**config.mk**
```make
export PLATFORM = sky130hd
export DESIGN_NAME = fetch_unit_flat
export DESIGN_NICKNAME = d
export VERILOG_FILES = /design/src/rtl/fetch_unit_pkg.sv /design/src/rtl/fetch_unit_if.sv /design/src/rtl/fetch_unit_pc_register.sv /design/src/rtl/fetch_unit.sv /design/src/flat_wrapper.sv
export SDC_FILE = /design/constraint.sdc
export NUM_CORES = 1
export LEC_CHECK = 0
export ABC_AREA = 1
export BUFFER_PORTS_ARGS = -buffer_cell sky130_fd_sc_hd__buf_2
export CORE_ASPECT_RATIO = 1.5
export CORE_MARGIN = 2
export CORE_UTILIZATION = 54
export CTS_CLUSTER_DIAMETER = 30
export DETAILED_ROUTE_END_ITERATION = 10
export MAX_ROUTING_LAYER = met4
export PLACE_DENSITY = 0.81
export SLEW_MARGIN = 20
export SYNTH_ARGS = -nofsm -noshare
export SYNTH_HDL_FRONTEND = slang
export SYNTH_HIERARCHICAL = 1
export SYNTH_SLANG_ARGS = --single-unit
```
**constraint.sdc**
```tcl
create_clock -name clk_i -period 3.2 [get_ports clk_i]
set_clock_uncertainty 0.05 [all_clocks]
set_input_delay 0.16 -clock clk_i [delete_from_list [all_inputs] [get_ports clk_i]]
set_output_delay 0.16 -clock clk_i [all_outputs]
set_load 0.03 [all_outputs]
```
**src/rtl/fetch_unit_pkg.sv**
```systemverilog
// Shared MIPS definitions for the fetch stage: FSM encoding, reset PC and
// instruction field positions.
package fetch_unit_pkg;

  localparam logic [31:0] RESET_PC_DEFAULT = 32'h0040_0000;

  localparam logic [1:0] ST_START = 2'd0;
  localparam logic [1:0] ST_FETCH = 2'd1;
  localparam logic [1:0] ST_WAIT  = 2'd2;
  localparam logic [1:0] ST_ISSUE = 2'd3;

  localparam int OPCODE_MSB = 31;
  localparam int OPCODE_LSB = 26;
  localparam int IMM_MSB    = 15;
  localparam int IMM_LSB    = 0;

  // Branch displacement in bytes: sign-extended word offset shifted left by two.
  function automatic logic [31:0] branch_offset(input logic [15:0] imm);
    return {{14{imm[15]}}, imm, 2'b00};
  endfunction

endpackage

```
**src/rtl/fetch_unit_if.sv**
```systemverilog
// Instruction-memory read port between the fetch unit (master) and memory (slave).
interface fetch_unit_if;
  logic        imem_req_o;
  logic [31:0] imem_addr_o;
  logic        imem_rvalid_i;
  logic [31:0] imem_rdata_i;

  modport master (
    output imem_req_o,
    output imem_addr_o,
    input  imem_rvalid_i,
    input  imem_rdata_i
  );

  modport slave (
    input  imem_req_o,
    input  imem_addr_o,
    output imem_rvalid_i,
    output imem_rdata_i
  );
endinterface

```
**src/rtl/fetch_unit_pc_register.sv**
```systemverilog
// Program counter with its +4 adder and branch-target mux; advances only when
// the held instruction is consumed.
module pc_register
  import fetch_unit_pkg::*;
#(
  parameter logic [31:0] RESET_PC = RESET_PC_DEFAULT
) (
  input  logic        clk_i,
  input  logic        rst_n_i,
  input  logic        i_load,
  input  logic        i_taken,
  input  logic [15:0] i_imm,
  output logic [31:0] o_pc,
  output logic [31:0] o_pc_plus4
);

  // Low bits are forced clear once here; every later update adds multiples of 4.
  localparam logic [31:0] RESET_PC_ALIGNED = RESET_PC & ~32'd3;

  logic [31:0] r_pc;
  logic [31:0] w_pc_plus4;
  logic [31:0] w_target;
  logic [31:0] w_pc_nxt;

  assign w_pc_plus4 = r_pc + 32'd4;
  assign w_target   = w_pc_plus4 + branch_offset(i_imm);
  assign w_pc_nxt   = i_taken ? w_target : w_pc_plus4;

  // NOTE: sequential state uses non-blocking assignments so every register
  // samples pre-edge values regardless of block ordering.
  always_ff @(posedge clk_i or negedge rst_n_i) begin
    if (!rst_n_i) begin
      r_pc <= RESET_PC_ALIGNED;
    end else if (i_load) begin
      r_pc <= w_pc_nxt;
    end
  end

  assign o_pc       = r_pc;
  assign o_pc_plus4 = w_pc_plus4;

endmodule

```
**src/rtl/fetch_unit.sv**
```systemverilog
// Single-outstanding instruction fetch: request, wait for read data, hold the
// instruction for decode until consumed, then advance the PC.
module fetch_unit
  import fetch_unit_pkg::*;
#(
  parameter logic [31:0] RESET_PC = RESET_PC_DEFAULT
) (
  input  logic         clk_i,
  input  logic         rst_n_i,
  fetch_unit_if.master imem,
  output logic         instr_valid_o,
  input  logic         instr_ready_i,
  output logic [31:0]  instr_o,
  output logic [5:0]   opcode_o,
  output logic [31:0]  pc_o,
  output logic [31:0]  pc_plus4_o,
  input  logic         branch_eq_i,
  input  logic         branch_ne_i,
  input  logic         zero_i,
  output logic [31:0]  retired_o,
  output logic         err_o
);

  logic [1:0]  r_state;
  logic [1:0]  w_state_nxt;
  logic [31:0] r_instr;
  logic [31:0] r_retired;
  logic        r_err;
  logic        w_handshake;
  logic        w_rdata_take;
  logic        w_taken;

  assign w_handshake  = (r_state == ST_ISSUE) && instr_ready_i;
  assign w_rdata_take = (r_state == ST_WAIT) && imem.imem_rvalid_i;

  // beq wins when both strobes are raised, so its condition alone decides.
  assign w_taken = branch_eq_i ? zero_i : (branch_ne_i && !zero_i);

  // NOTE: the next-state default prevents a latch on paths that hold state.
  always_comb begin
    w_state_nxt = r_state;
    case (r_state)
      ST_START: w_state_nxt = ST_FETCH;
      ST_FETCH: w_state_nxt = ST_WAIT;
      ST_WAIT:  if (imem.imem_rvalid_i) w_state_nxt = ST_ISSUE;
      ST_ISSUE: if (instr_ready_i)      w_state_nxt = ST_FETCH;
      default:  w_state_nxt = ST_START;
    endcase
  end

  always_ff @(posedge clk_i or negedge rst_n_i) begin
    if (!rst_n_i) begin
      r_state   <= ST_START;
      r_instr   <= '0;
      r_retired <= '0;
      r_err     <= 1'b0;
    end else begin
      r_state <= w_state_nxt;
      if (w_rdata_take) r_instr <= imem.imem_rdata_i;
      if (w_handshake)  r_retired <= r_retired + 32'd1;
      if (imem.imem_rvalid_i && (r_state != ST_WAIT)) r_err <= 1'b1;
    end
  end

  pc_register #(
    .RESET_PC (RESET_PC)
  ) u_pc_register (
    .clk_i      (clk_i),
    .rst_n_i    (rst_n_i),
    .i_load     (w_handshake),
    .i_taken    (w_taken),
    .i_imm      (r_instr[IMM_MSB:IMM_LSB]),
    .o_pc       (pc_o),
    .o_pc_plus4 (pc_plus4_o)
  );

  assign imem.imem_req_o  = (r_state == ST_FETCH);
  assign imem.imem_addr_o = pc_o;
  assign instr_valid_o    = (r_state == ST_ISSUE);
  assign instr_o          = r_instr;
  assign opcode_o         = r_instr[OPCODE_MSB:OPCODE_LSB];
  assign retired_o        = r_retired;
  assign err_o            = r_err;

endmodule

```
**src/flat_wrapper.sv**
```systemverilog
// flat-port wrapper written by rule: the top's interface ports become plain ports
module fetch_unit_flat import fetch_unit_pkg::*;
#(
  parameter logic [31:0] RESET_PC = RESET_PC_DEFAULT
)
  (clk_i, rst_n_i, instr_valid_o, instr_ready_i, instr_o, opcode_o, pc_o, pc_plus4_o, branch_eq_i, branch_ne_i, zero_i, retired_o, err_o, imem_imem_req_o, imem_imem_addr_o, imem_imem_rvalid_i, imem_imem_rdata_i);
  fetch_unit_if imem_i ();
  input  logic clk_i;
  input  logic rst_n_i;
  output logic instr_valid_o;
  input  logic instr_ready_i;
  output logic [31:0] instr_o;
  output logic [5:0] opcode_o;
  output logic [31:0] pc_o;
  output logic [31:0] pc_plus4_o;
  input  logic branch_eq_i;
  input  logic branch_ne_i;
  input  logic zero_i;
  output logic [31:0] retired_o;
  output logic err_o;
  output wire logic [$bits(imem_i.imem_req_o)-1:0] imem_imem_req_o;
  output wire logic [$bits(imem_i.imem_addr_o)-1:0] imem_imem_addr_o;
  input wire logic [$bits(imem_i.imem_rvalid_i)-1:0] imem_imem_rvalid_i;
  input wire logic [$bits(imem_i.imem_rdata_i)-1:0] imem_imem_rdata_i;
  assign imem_imem_req_o = imem_i.imem_req_o;
  assign imem_imem_addr_o = imem_i.imem_addr_o;
  assign imem_i.imem_rvalid_i = imem_imem_rvalid_i;
  assign imem_i.imem_rdata_i = imem_imem_rdata_i;
  fetch_unit #(.RESET_PC(RESET_PC)) u_core (.clk_i(clk_i), .rst_n_i(rst_n_i), .imem(imem_i), .instr_valid_o(instr_valid_o), .instr_ready_i(instr_ready_i), .instr_o(instr_o), .opcode_o(opcode_o), .pc_o(pc_o), .pc_plus4_o(pc_plus4_o), .branch_eq_i(branch_eq_i), .branch_ne_i(branch_ne_i), .zero_i(zero_i), .retired_o(retired_o), .err_o(err_o));
endmodule
```
==> qor.yml <==
outcome:
  status: "complete, no violations"
pwr:
  seq_power_share_pct: 19.6
  internal_power_mw: 4.81
  powerDensity_nw_per_um2: 1130
  comb_power_share_pct: 70.0
  p_leak_nw: 5.50
  p_sw_share_pct: 57.5
  vdd_drop_max_v: 0.000577
  switching_power_mw: 6.50
  p_clk_share_pct: 10.4
global_route:
  grt_use_total_pct: 33.9
  grt_max_degree: 79
  grt.overflow.total: 0
  grt_pass1_wl_um: 40800
  antenna_found_initial: 1
  grt_pass1_vias: 8297
worst_setup_path:
  cpPeakStageDelay_ns: 0.40
  cp_data_arrival_time_ns: 3.19
  worst_path_most_repeated_cell: "nand2_1"
  path_max_fanout: 4
  crit_type: "register to register"
  cp_slowest_cell: "dfrtp_1"
  cp.required_ns: 3.37
  crit_path_start_kind: "register"
  critPathCaptureType: "register"
  critical_path.cell_chain: "ha_2 > nand2_1 > nor2_2 > inv_1 > nor2_2 > xor2_1 > inv_1 > ha_2 > nand2_2 > nor2_1 > a21oi_1 > nand2_2 > nand2_1 > nand3_1 > nand3_1 > nand2_1 > o21ai_1"
finish:
  layout-drive-gt1-share_pct: 28.5
  stdcell_count: 1569
  final_cell_mix: "nand2_1, buf_2, inv_1"
  layout_commonest_cell: "nand2_1"
  utilization_pct: 69.2
  finalNetCount: 1448
  area_growth_pct: 26.1
  fillers: 1283
worst_hold_path:
  hold_path_class: "input pin to register"
sta:
  slew_violations: 0
  relSlewSlack_pct: 28.8
  fmax_mhz: 331
  finalHoldViolCount: 0
  rsz0062_at_grt: "yes"
  min_period_ns: 3.02
  setup-tns-final_ns: 0
  setup_viol: 0
  tightest_slew_ns: 1.07
  period_share_pct: 94.3
floorplan:
  die_x_um: 103
  dieArea_um2: 15700
  initial_utilization_pct: 54.9
  pin_count: 208
  dieHeight_um: 152
  rows: 54
  fp.coreArea_um2: 14500
place:
  portBuffers: 201
  gp_congestion: 0.984
  dp_hpwl_um: 18800
  dp.cells: 1510
synth:
  syn_area_um2: 7930
  synth.largest_area_cell: "dfrtp_1"
  ys_ff_latch: 97
  avgSynthCellArea_um2: 6.95
  yosys.area.top_type_share_pct: 30.3
  synthTopCellsByArea: "dfrtp_1, nand2_1, inv_1"
  yosysSeqAreaShare_pct: 30.6
  ys_warn_count: 6
  synth_cell_types: 39
  syn-instance-count: 1141
detailed_routing:
  num_vias: 8377
  wl_per_cell_um: 16.5
  routed_via_density: 5.34
  wl_um: 25800
  drt_first_pass_iters: 5
  drtIter0Drc: 664
  drc: 0
  detail-route-antenna-nets: 0
job:
  cap_violations: 0
cts:
  ctsHtreeMaxLevel: 3
  cts_tree: "yes"
  clock_latency_ns: 0.35
  cts_buffer_depth: 2
  clockRootBuffer: "clkbuf_16"
  clock-sinks: 97
  numCtsBuffers: 9
  clk_pin_slew_ns: 0.08
path summary, 6_finish.rpt:
path	endpoint	startpoint	cells past startpoint	slack (ns)
max in group asynchronous	u_core/instr_o[20]	rst_n_i	3	1.99
worst min register to register	u_core/err_o	u_core/err_o	1	0.40
worst max register to register	u_core/u_pc_register/o_pc[23]	u_core/u_pc_register/o_pc[2]	17	0.18
min in group asynchronous	u_core/instr_o[8]	rst_n_i	2	0.37
worst max-delay path	u_core/u_pc_register/o_pc[23]	u_core/u_pc_register/o_pc[2]	17	0.18
worst min-delay path	u_core/instr_o[10]	imem_imem_rdata_i[10]	2	0.01
state kept, by name, indices dropped and copies added, names as in the netlist:
| name | count |
|---|---|
| u_core/instr_o | 32 |
| u_core/err_o | 1 |
| u_core/r_state | 2 |
| u_core/retired_o | 32 |
| u_core/u_pc_register/o_pc | 30 |
cells by family (layout without fill, tap and decap cells):
group / after synthesis / after routing / share of synthesized area [%]
other cells: 1 / 5 / 0.0473
xor+xnor: 48 / 48 / 5.39
buf+inv: 222 / 450 / 12.6
compound gates: 89 / 89 / 6.17
fa+ha+maj: 42 / 42 / 6.72
simple gates: 610 / 610 / 33.9
mux: 32 / 32 / 4.54
flops: 97 / 97 / 30.6
layout make-up:
type | instances | area (um2) | area share, %
Antenna cell | 1 | 2.50 | 0.0250
Multi-Input combinational cell | 825 | 4770 | 47.7
Sequential cell | 97 | 2440 | 24.4
Tap cell | 196 | 245 | 2.45
Clock inverter | 7 | 95.1 | 0.951
Timing Repair Buffer | 268 | 1590 | 15.9
Clock buffer | 9 | 225 | 2.25
Inverter | 166 | 623 | 6.23
through the flow:
step                      instance area (um2)  hold slack (ns)  setup WS [ns]  power, mW
after floorplan                          7980           -0.186         0.0438       7.66
after global placement                   9040            0.342         0.0243       9.42
after detailed placement                 9040            0.345        0.00190       9.54
after CTS                                9690          0.00309         0.0125       10.8
after global routing                    10000          0.00258        -0.0696       12.1
final                                   10000           0.0118          0.182       11.3
power groups by stage:
stage | clock (mW) | sequential [mW] | combinational [mW]
3_3_place_gp | 0 | 2.18 | 7.23
6_report | 1.18 | 2.22 | 7.92
4_1_cts | 1.19 | 2.18 | 7.42
3_5_place_dp | 0 | 2.20 | 7.33
2_1_floorplan | 0 | 2.93 | 4.73
5_1_grt | 1.25 | 2.28 | 8.58
repair_timing:
action / CTS / global route
gates resized for setup: 2 / 63
hold buffers: 31 / 0
pin swaps: 0 / 7
gates cloned: 0 / 0
endpoints found under the hold margin: 70 / 0
setup buffers: 1 / 10
setup endpoints to repair: 1 / 20
cell usage after synthesis (all sizes together):
cell / instances
xor2: 37
and2: 2
nand2: 363
o211ai: 2
nor3b: 1
o21ai: 33
clkinv: 1
mux2: 32
xnor2: 11
buf: 46
nand3b: 2
clkbuf: 10
o21a: 1
fa: 1
dfrtp: 96
o21bai: 6
o22ai: 4
nand4: 20
nor2: 112
conb: 1
dfstp: 1
inv: 165
ha: 41
nand3: 91
a21oi: 38
a21o: 5
nor3: 19
critical path: cells and delay by family (launching register included):
family          cells  cell delay [ns]
buf+inv             2             0.21
compound gates      2             0.19
simple gates       10             1.20
fa+ha+maj           2             0.61
xor+xnor            1             0.21
flops               1             0.40
metal layers:
metal	vias up	share of wire (%)	track usage, %
li1	4003	-	-
met1	3860	36	37.7
met2	421	51	57.4
met3	93	6.6	4.77
met4	0	6.0	18.1
met5	-	0	-
Power figures use the tool's default switching activity.
